File: src/rtl/cam_pkg.sv
// Shared types and defaults for the Pass-Keeper CAM storage/compare stage.
// Optional ternary matching is enabled by defining CAM_TERNARY_EN.
package cam_pkg;

   typedef enum logic {
      CAM_IDLE,
      CAM_CLEAR
   } cam_state_e;

   localparam int unsigned CAM_DEPTH_DEF     = 4;
   localparam int unsigned CAM_KEY_WIDTH_DEF = 32;

   // Entry index width; never narrower than one bit.
   function automatic int unsigned cam_addr_w(input int unsigned depth);
      return (depth <= 2) ? 1 : $clog2(depth);
   endfunction

endpackage

File: src/rtl/cam_entry.sv
// One CAM entry: key, valid bit and (with CAM_TERNARY_EN) a don't-care mask,
// plus the combinational match against the current search key.
module cam_entry #(
   parameter int unsigned KEY_WIDTH = 32
) (
   input  logic                 clk,
   input  logic                 rst_n,
   input  logic                 wr_stb,
   input  logic                 del_stb,
   input  logic                 clr_stb,
   input  logic [KEY_WIDTH-1:0] wr_key,
`ifdef CAM_TERNARY_EN
   input  logic [KEY_WIDTH-1:0] wr_mask,
`endif
   input  logic [KEY_WIDTH-1:0] search_key,
   output logic                 match_c
);

   logic                 valid_q, valid_d;
   logic [KEY_WIDTH-1:0] key_q, key_d;
   logic [KEY_WIDTH-1:0] care_c;

   always_comb begin
      valid_d = valid_q;
      key_d   = key_q;
      if (wr_stb) begin
         valid_d = 1'b1;
         key_d   = wr_key;
      end
      if (del_stb || clr_stb) valid_d = 1'b0;
   end

   always_ff @(posedge clk) begin
      if (!rst_n) valid_q <= 1'b0;
      else        valid_q <= valid_d;
   end

   // Key storage is intentionally not reset; valid gates every use of it.
   always_ff @(posedge clk) begin
      key_q <= key_d;
   end

`ifdef CAM_TERNARY_EN
   logic [KEY_WIDTH-1:0] mask_q, mask_d;

   always_comb begin
      mask_d = mask_q;
      if (wr_stb) mask_d = wr_mask;
   end

   always_ff @(posedge clk) begin
      if (!rst_n) mask_q <= '0;
      else        mask_q <= mask_d;
   end

   assign care_c = ~mask_q;
`else
   assign care_c = '1;
`endif

   assign match_c = valid_q && (((key_q ^ search_key) & care_c) == '0);

endmodule

File: src/rtl/cam_match_array.sv
// CAM storage and parallel compare; registered match vector feeds the encoder.
// Define CAM_TERNARY_EN to add a per-entry don't-care mask (wr_mask port).
module cam_match_array
   import cam_pkg::*;
#(
   parameter  int unsigned DEPTH     = CAM_DEPTH_DEF,
   parameter  int unsigned KEY_WIDTH = CAM_KEY_WIDTH_DEF,
   localparam int unsigned ADDR_W    = cam_addr_w(DEPTH)
) (
   input  logic                 clk,
   input  logic                 rst_n,
   input  logic                 wr_en,
   input  logic                 wr_del,
   input  logic [ADDR_W-1:0]    wr_addr,
   input  logic [KEY_WIDTH-1:0] wr_key,
`ifdef CAM_TERNARY_EN
   input  logic [KEY_WIDTH-1:0] wr_mask,
`endif
   output logic                 wr_ready,
   input  logic                 clr_start,
   output logic                 busy,
   input  logic                 search_valid,
   input  logic [KEY_WIDTH-1:0] search_key,
   output logic                 search_ready,
   output logic                 match_valid,
   output logic [DEPTH-1:0]     match_lines,
   output logic                 match_any
);

   cam_state_e          state_q, state_d;
   logic [ADDR_W-1:0]   cnt_q, cnt_d;
   logic                busy_q, busy_d;
   logic                rdy_q, rdy_d;
   logic                match_valid_q, match_valid_d;
   logic [DEPTH-1:0]    match_lines_q, match_lines_d;
   logic                match_any_q, match_any_d;

   logic                wr_acc_c, srch_acc_c;
   logic [DEPTH-1:0]    wr_stb_c, del_stb_c, clr_stb_c, match_c;

   assign wr_acc_c   = wr_en & rdy_q;
   assign srch_acc_c = search_valid & rdy_q;

   // Per-entry strobes; addresses beyond DEPTH-1 decode to nothing.
   always_comb begin
      for (int i = 0; i < DEPTH; i++) begin
         wr_stb_c[i]  = wr_acc_c & ~wr_del & (wr_addr == ADDR_W'(i));
         del_stb_c[i] = wr_acc_c &  wr_del & (wr_addr == ADDR_W'(i));
         clr_stb_c[i] = (state_q == CAM_CLEAR) && (cnt_q == ADDR_W'(i));
      end
   end

   for (genvar g = 0; g < DEPTH; g++) begin : g_entry
      cam_entry #(
         .KEY_WIDTH (KEY_WIDTH)
      ) u_entry (
         .clk        (clk),
         .rst_n      (rst_n),
         .wr_stb     (wr_stb_c[g]),
         .del_stb    (del_stb_c[g]),
         .clr_stb    (clr_stb_c[g]),
         .wr_key     (wr_key),
`ifdef CAM_TERNARY_EN
         .wr_mask    (wr_mask),
`endif
         .search_key (search_key),
         .match_c    (match_c[g])
      );
   end

   // Next state, sweep counter, handshake flags and match register.
   always_comb begin
      state_d       = state_q;
      cnt_d         = cnt_q;
      match_valid_d = srch_acc_c;
      match_lines_d = match_lines_q;
      match_any_d   = match_any_q;

      case (state_q)
         CAM_IDLE: begin
            if (clr_start) begin
               state_d = CAM_CLEAR;
               cnt_d   = '0;
            end
         end
         CAM_CLEAR: begin
            cnt_d = ADDR_W'(cnt_q + 1'b1);
            if (cnt_q == ADDR_W'(DEPTH - 1)) state_d = CAM_IDLE;
         end
         default: state_d = CAM_IDLE;
      endcase

      busy_d = (state_d == CAM_CLEAR);
      rdy_d  = (state_d == CAM_IDLE);

      if (srch_acc_c) begin
         match_lines_d = match_c;
         match_any_d   = |match_c;
      end
   end

   always_ff @(posedge clk) begin
      if (!rst_n) begin
         state_q       <= CAM_IDLE;
         cnt_q         <= '0;
         busy_q        <= 1'b0;
         rdy_q         <= 1'b1;
         match_valid_q <= 1'b0;
         match_lines_q <= '0;
         match_any_q   <= 1'b0;
      end else begin
         state_q       <= state_d;
         cnt_q         <= cnt_d;
         busy_q        <= busy_d;
         rdy_q         <= rdy_d;
         match_valid_q <= match_valid_d;
         match_lines_q <= match_lines_d;
         match_any_q   <= match_any_d;
      end
   end

   assign busy         = busy_q;
   assign wr_ready     = rdy_q;
   assign search_ready = rdy_q;
   assign match_valid  = match_valid_q;
   assign match_lines  = match_lines_q;
   assign match_any    = match_any_q;

endmodule

File: config.mk
export PLATFORM = sky130hd
export DESIGN_NAME = cam_match_array
export DESIGN_NICKNAME = d
export VERILOG_FILES = /design/src/rtl/cam_pkg.sv /design/src/rtl/cam_entry.sv /design/src/rtl/cam_match_array.sv
export SDC_FILE = /design/constraint.sdc
export NUM_CORES = 1
export LEC_CHECK = 0
export CORE_MARGIN = 2
export CORE_UTILIZATION = 61
export CTS_BUF_LIST = sky130_fd_sc_hd__clkbuf_4
export DETAILED_ROUTE_END_ITERATION = 16
export PLACE_DENSITY_LB_ADDON = 0.05
export SLEW_MARGIN = 20
export SYNTH_ARGS = -nofsm -noshare
export SYNTH_HDL_FRONTEND = slang
export SYNTH_SLANG_ARGS = --single-unit
File: constraint.sdc
create_clock -name clk -period 4 [get_ports clk]
set_input_delay 0.4 -clock clk [delete_from_list [all_inputs] [get_ports clk]]
set_output_delay 0.4 -clock clk [all_outputs]
set_load 0.01 [all_outputs]
==> impl_metrics.ini, run 1 <==
[synthesis]
ys_types = 27
synthSimpleGateAreaFrac_pct = 7.64
synth_xor_area_share_pct = 19.1
synth_nets = 454
synth_compound_area_share_pct = 1.32
synth_edf_count = 128
ys_ff_latch = 142
synth_top_family_by_area = XOR/XNOR gates
yosysTopAreaCell = edfxtp_1
yosysTopAreaCellShare_pct = 65.6
async_flop_share_pct = 0
synth.most_common_cell = edfxtp_1
synth_flop_cell = edfxtp_1
synthesis.area_um2 = 5860
ys_seq_area_share_pct = 70.4
syn_inst = 378
ys_top_cells_by_area = edfxtp_1 66%, xor2_1 14%, dfxtp_1 4.8%
synth-warning-count = 0
syn_avg_cell_area_um2 = 15.5
synth_common_cells = 128 x edfxtp_1, 97 x xor2_1, 31 x xnor2_1
synthAdderAreaFrac_pct = 0.854
synthMuxAreaShare_pct = 0.171

[grt]
grtUsageMet2_pct = 41.3
grt_pass1_vias = 3454
grt_pass1_wl_mm = 18.4
gr-total-overflow = 0
grtUsageMet1_pct = 33.4
gr-usage-all-layers_pct = 24.9
grt_busiest_layer = met2
met3_usage_pct = 5.68
antenna_found_initial = 0
grt_max_degree = 34

[final_layout]
drive_gt1_share_pct = 8.15
design_area_um2 = 7130
stdcell_count = 620
fin_util_pct = 76.8
multiInputGateArea_um2 = 1720
seq_area_um2 = 4120
syn_to_final_growth_pct = 21.7
fin_nets = 554
fillers = 589
diodes = 0

[timing]
hold_viol = 0
fin_crit_ns = 2.06
relSlewSlack_pct = 59.9
finalSetupViolCount = 0
fmax_mhz = 484
tightest_slew_ns = 0.595
fin_crit_sh_pct = 51.6
slew_viol_final = 0
rsz0062_at_grt = false
holdWs_ns = 0.473
setup_tns_ns = 0
clock_skew_ns = 0.0162

[worst_setup_path]
cp.required_ns = 3.60
crit_path_max_incr_delay_ns = 0.61
cp_top_family = buffers and inverters
start_kind = register
crit_buf_inv = 1
slowest_stage = clkdlybuf4s50_1
worstPathCellList = clkdlybuf4s50_1
worst_ep_arrival_time_ns = 1.66
crit_fanout = 10
worst_setup_path_end_kind = output port
worstSetupPathType = reg -> out

[routing]
drc = 0
drt_iter0_drc = 181
finalWirelength_mm = 12.1
vias = 3358
wl_per_cell_um = 19.4
drt_first_pass_iters = 5
ant_nets = 0
avgViaCountPerCell = 5.42

[clock_tree]
cts_setup_buffers = 0
clock_sinks = 142
clk_latency_ns = 0.51
cts-root-buf = clkbuf_4
htree_levels = 4
cts_resized = 0
path_clk_slew_ns = 0.12
cts_tree = done
postCtsHoldBufs = 0
numCtsBuffers = 17
clock_path_buffers = 2

[job]
drv_cap = 0

[die]
die_h_um = 102
rows = 35
ios = 81
die_w_um = 102
coreArea_um2 = 9280
dieArea_um2 = 10400
start_util_pct = 63.1

[placed_design]
routabilityCongestion = 0.869
placed_cells = 588
dp_hpwl_mm = 8.58
portBuffers = 80
place_area_um2 = 6850

[min_path]
hp-class = reg -> reg

[pwr]
power.density_nw_per_um2 = 391
p_leak_uw = 0.00241
vdd_drop_max_v = 0.000368

[run_status]
status = complete, no violations
[metal layers]
| layer | vias to the layer above | wire length (µm) | part of all wire [%] |
|---|---|---|---|
| met3 | 18 | 710 | 5.9 |
| li1 | 1583 | - | - |
| met2 | 126 | 5940 | 49 |
| met4 | 0 | 200 | 1.7 |
| met1 | 1631 | 5210 | 43 |
| met5 | - | 0 | 0 |
[layout by cell type, fill, tap and decap left out]
master / count
a31oi_1: 1
dfxtp_1: 14
clkbuf_4: 19
edfxtp_1: 128
clkinvlp_4: 2
nand4b_1: 1
o211a_1: 1
buf_4: 4
clkinv_1: 1
ha_1: 4
nor2b_1: 2
nor3_1: 8
clkdlybuf4s50_1: 80
nor4_1: 23
a21boi_0: 2
nand4_1: 10
mux2i_1: 1
or3_1: 2
clkinv_4: 4
xor2_1: 97
bufinv_16: 2
and3_1: 2
inv_6: 2
xnor2_1: 31
nor2_1: 5
and2_1: 3
nand2_1: 16
clkinv_2: 2
a21oi_1: 5
inv_1: 4
nand3_1: 7
o221a_2: 1
o21ai_0: 2
nand3b_1: 1
nor2_2: 4
[registers in the layout, summed over array words and instances, names as in the netlist]
| signal | count |
|---|---|
| busy | 1 |
| match_any | 1 |
| g_entry.u_entry.key_q | 128 |
| match_valid | 1 |
| g_entry.u_entry.valid_q | 4 |
| cnt_q | 2 |
| search_ready | 1 |
| match_lines | 4 |
[power breakdown]
part / switching (µW) / internal (µW)
Combinational: 121 / 118
Sequential: 13.2 / 1640
Clock: 508 / 388
Total: 642 / 2150
[area by class of cell]
type                       count  area share [%]
multi-input combinational    229            24.1
sequential                   142            57.8
clock buffer                  19            2.00
tap                          129            2.26
clock inverter                13            1.98
inverter                       4           0.211
timing repair buffer          84            11.6
[per-stage QoR]
step | power (µW) | setup WS [ns]
3_5_place_dp | 1930 | 1.46
2_1_floorplan | 1780 | 1.32
5_1_grt | 2890 | 1.84
3_3_place_gp | 1920 | 1.50
6_report | 2790 | 1.94
4_1_cts | 2810 | 1.91
[worst paths after layout]
check                                                   from              to  slack (ns)  depth (start not counted)
worst max-delay path                                    busy            busy        1.94                          1
worst min-delay path                          match_lines[1]  match_lines[1]        0.47                          2
worst max register to register  g_entry[0].u_entry.key_q[12]  match_lines[0]        2.03                          6
worst min register to register                match_lines[1]  match_lines[1]        0.47                          2
[logic make-up (layout without fill, tap and decap cells)]
logic type,count (synthesis),after routing
AOI/OAI and AO/OA,12,12
adders and majority gates,4,4
xor gates and xnor gates,128,128
and+or+nand+nor,84,84
DFF,142,142
muxes,1,1
buffers and inverters,7,120
(Power assumes the default switching activity.)
==> run 2, diff against run 1 <==
- CORE_UTILIZATION: 61 -> 57
- clock period: 4 -> 1.93 ns (I/O delays scaled with it)
==> run 2 against run 1 <==
  * Worst setup slack lost 1.8 ns
  * Die area grew 6.7%
  * Cell area grew 7.0%
  * Global-route usage shrank 0.61 points
  * Sequential share of layout area shrank 3.7 points
  * Non-clock buffer count grew 44
  * Sequential power grew 110%
  * Wire length grew 3.9%
  * Final cell count grew 8.2%
  * Sequential cell count is the same
  * Total power grew 120%
  * Count of clock-buffer cells in the layout shrank 1
  * Highest routed layer unchanged
==> impl_metrics.ini, run 2 (synthesized netlist as in run 1, its figures left out) <==
[final_layout]
fillers = 645
syn_to_final_growth_pct = 30.2
stdcell_count = 671
largest_reg_flops = 128
fin_nets = 598
diodes = 0
layout_common_cells = 128 x edfxtp_1, 97 x xor2_1, 80 x clkdlybuf4s50_1
final_common_cell = edfxtp_1
drive_gt1_share_pct = 16.6
regMostFlops = g_entry.u_entry.key_q

[timing]
relSlewSlack_pct = 70.1
hold_viol = 0
setup_ws_ns = 0.103
fmax_mhz = 547
finalSetupViolCount = 0
holdWs_ns = 0.277
fin_crit_ns = 1.83
slew_viol_final = 0
rsz0062_at_grt = false
fin_crit_sh_pct = 94.6
tightest_slew_ns = 0.446
clock_skew_ns = 0.00785

[placed_design]
pre_cts_slack_ns = -0.357
portBuffers = 80
routabilityCongestion = 0.799
dp_hpwl_mm = 8.89
placed_cells = 639

[routing]
wl_per_cell_um = 18.7
ant_nets = 0
drc = 0
drt_first_pass_iters = 4
finalWirelength_mm = 12.5
avgViaCountPerCell = 5.27
vias = 3536
drt_iter0_drc = 183

[clock_tree]
cts_tree = done
clock_path_buffers = 2
cts-root-buf = clkbuf_4
clk_latency_ns = 0.54
htree_levels = 4
path_clk_slew_ns = 0.11
numCtsBuffers = 17
clock_sinks = 142

[min_path]
hp-class = in -> reg
min_to = g_entry[1].u_entry.key_q[11]
hp-start = wr_key[11]
hold_depth = 1

[die]
coreArea_um2 = 10100
ios = 81
dieArea_um2 = 11100
start_util_pct = 57.8
die_w_um = 105
rows = 37
die_h_um = 105

[pwr]
p_leak_uw = 0.00266
power.density_nw_per_um2 = 810
vdd_drop_max_v = 0.000548

[worst_setup_path]
cp.required_ns = 2.42
r2r-start = g_entry[1].u_entry.key_q[26]
crit_path_max_incr_delay_ns = 0.41
cp_top_family = simple AND/OR/NAND/NOR gates
worst_setup_path_end_kind = register
ff2ff_path_depth = 7
worst_ep_arrival_time_ns = 2.32
worstSetupPathType = reg -> reg
start_kind = register
crit_fanout = 2
worstPathCellList = xor2_1 -> nor4_1 -> buf_4 -> nand4_1 -> nor3_1 -> nand3b_1 -> o221a_2
r2r_slack_ns = 0.10
r2r-end = match_any
slowest_stage = edfxtp_1
crit_buf_inv = 1

[grt]
grt_pass1_wl_mm = 19.4
gr-total-overflow = 0
antenna_found_initial = 0
gr-usage-all-layers_pct = 24.3
grt_pass1_vias = 3599
grt_max_degree = 34

[run_status]
status = complete, no violations

[job]
drv_cap = 0
-- run 2: area by class of cell --
cell class	instances	area, µm²	share of cell area, %
multi-input cells	229	1770	23.3
repair buffers	128	1210	15.9
clock inverters	14	198	2.59
well taps	136	170	2.23
inverters	4	15.0	0.197
flip-flops and latches	142	4130	54.1
clock buffers	18	135	1.77
-- run 2: timing repair --
action	in CTS	in global routing
resized for setup	0	10
setup buffers	0	0
hold buffers	0	0
setup endpoints to repair	0	4
-- run 2: through the flow --
stage                     util [%]  setup TNS, ns  cell area, µm²  total power [µW]
after global placement        71.5          -1.15            7250              4060
after global routing          75.2              0            7630              6370
after CTS                     74.8              0            7580              6200
after floorplan                  -              0            5880              3680
after detailed placement      71.5          -1.40            7250              4070
final                         75.2              0            7630              6180
-- run 2: worst max path at each step --
| stage | startpoint | to | slack, ns | cells after the start |
|---|---|---|---|---|
| after floorplan | search_ready | g_entry[2].u_entry.key_q[0] | 0.04 | 2 |
| after global placement | search_key[1] | match_any | -0.33 | 8 |
| after detailed placement | search_key[1] | match_any | -0.36 | 8 |
| after CTS | g_entry[0].u_entry.key_q[19] | match_lines[0] | 0.01 | 7 |
| after global routing | g_entry[1].u_entry.key_q[26] | match_any | 0.0009 | 7 |
| final | g_entry[1].u_entry.key_q[26] | match_any | 0.10 | 7 |
-- run 2: per-layer routing --
layer / up-vias / GRT usage [%] / wire length (µm)
li1: 1678 / - / -
met5: - / 0 / 0
met4: 0 / 8.76 / 243
met1: 1724 / 32.8 / 5570
met3: 22 / 4.82 / 553
met2: 112 / 39.5 / 6160
-- run 2: power breakdown --
| part | internal, µW | total [µW] | switching (µW) |
|---|---|---|---|
| Combinational | 304 | 577 | 273 |
| Clock | 1150 | 2170 | 1020 |
| Sequential | 3400 | 3430 | 24.8 |
==> run 3, diff against run 2 <==
- CORE_ASPECT_RATIO: not set -> 0.75
==> run 3 against run 2 <==
  * Cell area shrank 0.75%
  * Register-to-register slack lost 0.04 ns
  * Die area is essentially flat
  * Sequential cell count is the same
  * Highest routed layer unchanged
  * Sequential share of layout area grew 0.41 points
  * Global-route usage grew 0.19 points
  * Final cell count shrank 0.30%
  * Clock power shrank 6%
  * Clock skew grew 0.0023 ns
  * Maximum frequency shrank 2.1%
==> impl_metrics.ini, run 3 (synthesized netlist as in run 1, its figures left out) <==
[placed_design]
routabilityCongestion = 0.856
pre_cts_slack_ns = -0.355
dp_hpwl_mm = 9.02
placed_cells = 636
portBuffers = 80

[clock_tree]
cts-root-buf = clkbuf_4
clock_path_buffers = 2
clk_latency_ns = 0.53
numCtsBuffers = 17
htree_levels = 4
cts_setup_buffers = 0
cts_tree = done
path_clk_slew_ns = 0.12
clock_sinks = 142

[final_layout]
regMostFlops = g_entry.u_entry.key_q
final_common_cell = edfxtp_1
fin_nets = 595
syn_to_final_growth_pct = 29.2
layout_common_cells = 128 x edfxtp_1, 97 x xor2_1, 80 x clkdlybuf4s50_1
largest_reg_flops = 128
stdcell_count = 669
drive_gt1_share_pct = 16.2
fillers = 670

[grt]
gr-usage-all-layers_pct = 24.5
antenna_found_initial = 1
grt_pass1_wl_mm = 19.3
grt_max_degree = 34
grt_pass1_vias = 3527
gr-total-overflow = 0

[run_status]
status = complete, no violations

[min_path]
hp-start = wr_key[29]
hold_depth = 1
min_to = g_entry[3].u_entry.key_q[29]
hp-class = in -> reg

[pwr]
power.density_nw_per_um2 = 799
p_sw_share_pct = 22.0
clockPowerShare_pct = 33.9
vdd_drop_max_v = 0.000565
power_frac_comb_pct = 9.4
seqPwrFrac_pct = 56.7
intPower_uw = 4720
p_sw_uw = 1330
finalPower_uw = 6050
p_leak_uw = 0.00264

[worst_setup_path]
worstSetupPathType = reg -> reg
crit_path_max_incr_delay_ns = 0.43
crit_fanout = 2
worst_setup_path_end_kind = register
r2r-start = g_entry[0].u_entry.key_q[22]
ff2ff_path_depth = 7
r2r-end = match_any
worst_ep_arrival_time_ns = 2.34
crit_buf_inv = 1
slowest_stage = edfxtp_1
start_kind = register
r2r_slack_ns = 0.06
worstPathCellList = xor2_1 -> nor4_2 -> buf_4 -> nand4_1 -> or3_4 -> nand3b_1 -> o221a_2
cp.required_ns = 2.40
cp_top_family = simple AND/OR/NAND/NOR gates

[routing]
ant_nets = 0
drt_iter0_drc = 281
vias = 3546
drt_first_pass_iters = 5
drc = 0
finalWirelength_mm = 12.7
avgViaCountPerCell = 5.30
wl_per_cell_um = 19.0

[die]
die_h_um = 91.8
coreArea_um2 = 10100
dieArea_um2 = 11100
rows = 32
die_w_um = 121
start_util_pct = 57.9
ios = 81

[timing]
hold_viol = 0
fmax_mhz = 536
clock_skew_ns = 0.0102
tightest_slew_ns = 0.455
setup_ws_ns = 0.0634
slew_viol_final = 0
finalSetupViolCount = 0
rsz0062_at_grt = true
fin_crit_ns = 1.87
fin_crit_sh_pct = 96.7
relSlewSlack_pct = 69.6

[job]
drv_cap = 0
## run 3: through the flow
stage / instance area [µm²] / util [%] / setup TNS (ns) / hold slack, ns
6_report: 7570 / 74.7 / 0 / 0.290
5_1_grt: 7570 / 74.7 / -0.116 / 0.227
2_1_floorplan: 5880 / - / 0 / 0.292
3_5_place_dp: 7220 / 71.3 / -1.35 / 0.467
4_1_cts: 7540 / 74.4 / 0 / 0.245
3_3_place_gp: 7220 / 71.3 / -1.08 / 0.460
## run 3: power by group through the flow
stage          combinational [µW]  sequential [µW]  clock, µW
4_1_cts                       569             3430       2080
5_1_grt                       611             3440       2230
3_3_place_gp                  554             3500          0
2_1_floorplan                 183             3500          0
3_5_place_dp                  563             3500          0
6_report                      568             3430       2050
## run 3: worst max path at each step
stage	from	end	slack, ns	depth (start not counted)
after floorplan	search_ready	g_entry[2].u_entry.key_q[0]	0.04	2
after global placement	search_key[28]	match_lines[0]	-0.32	8
after detailed placement	search_key[28]	match_any	-0.35	8
after CTS	g_entry[0].u_entry.key_q[12]	match_any	0.009	7
after global routing	g_entry[3].u_entry.key_q[16]	match_any	-0.07	6
final	g_entry[0].u_entry.key_q[22]	match_any	0.06	7
## run 3: area by class of cell
| cell class | instances | area (µm²) | area share, % |
|---|---|---|---|
| Tap cell | 136 | 170 | 2.25 |
| Clock inverter | 14 | 174 | 2.30 |
| Multi-Input combinational cell | 229 | 1760 | 23.3 |
| Sequential cell | 142 | 4130 | 54.5 |
| Inverter | 4 | 15.0 | 0.198 |
| Clock buffer | 18 | 135 | 1.78 |
| Antenna cell | 1 | 2.50 | 0.0331 |
| Timing Repair Buffer | 125 | 1190 | 15.7 |
## run 3: repair_timing
| item | CTS | global route |
|---|---|---|
| resized for setup | 1 | 6 |
| endpoints found under the setup margin | 2 | 5 |
| pin swaps | 0 | 2 |
| hold buffers | 0 | 0 |
## run 3: layer usage
metal  vias up  track usage [%]  wire length (µm)  share of wire [%]
li1       1671                -                 -                  -
met1      1728             34.9              5840                 46
met2       134             37.0              5910                 46
met3        13             6.97               841                6.6
met4         0             7.36               145                1.1
met5         -                0                 0                  0
## run 3: worst reg2reg max path: stages (launching register included)
cell and delay [ns]:
edfxtp_1 0.43, xor2_1 0.17, nor4_2 0.35, buf_4 0.18, nand4_1 0.08, or3_4 0.35, nand3b_1 0.09, o221a_2 0.18
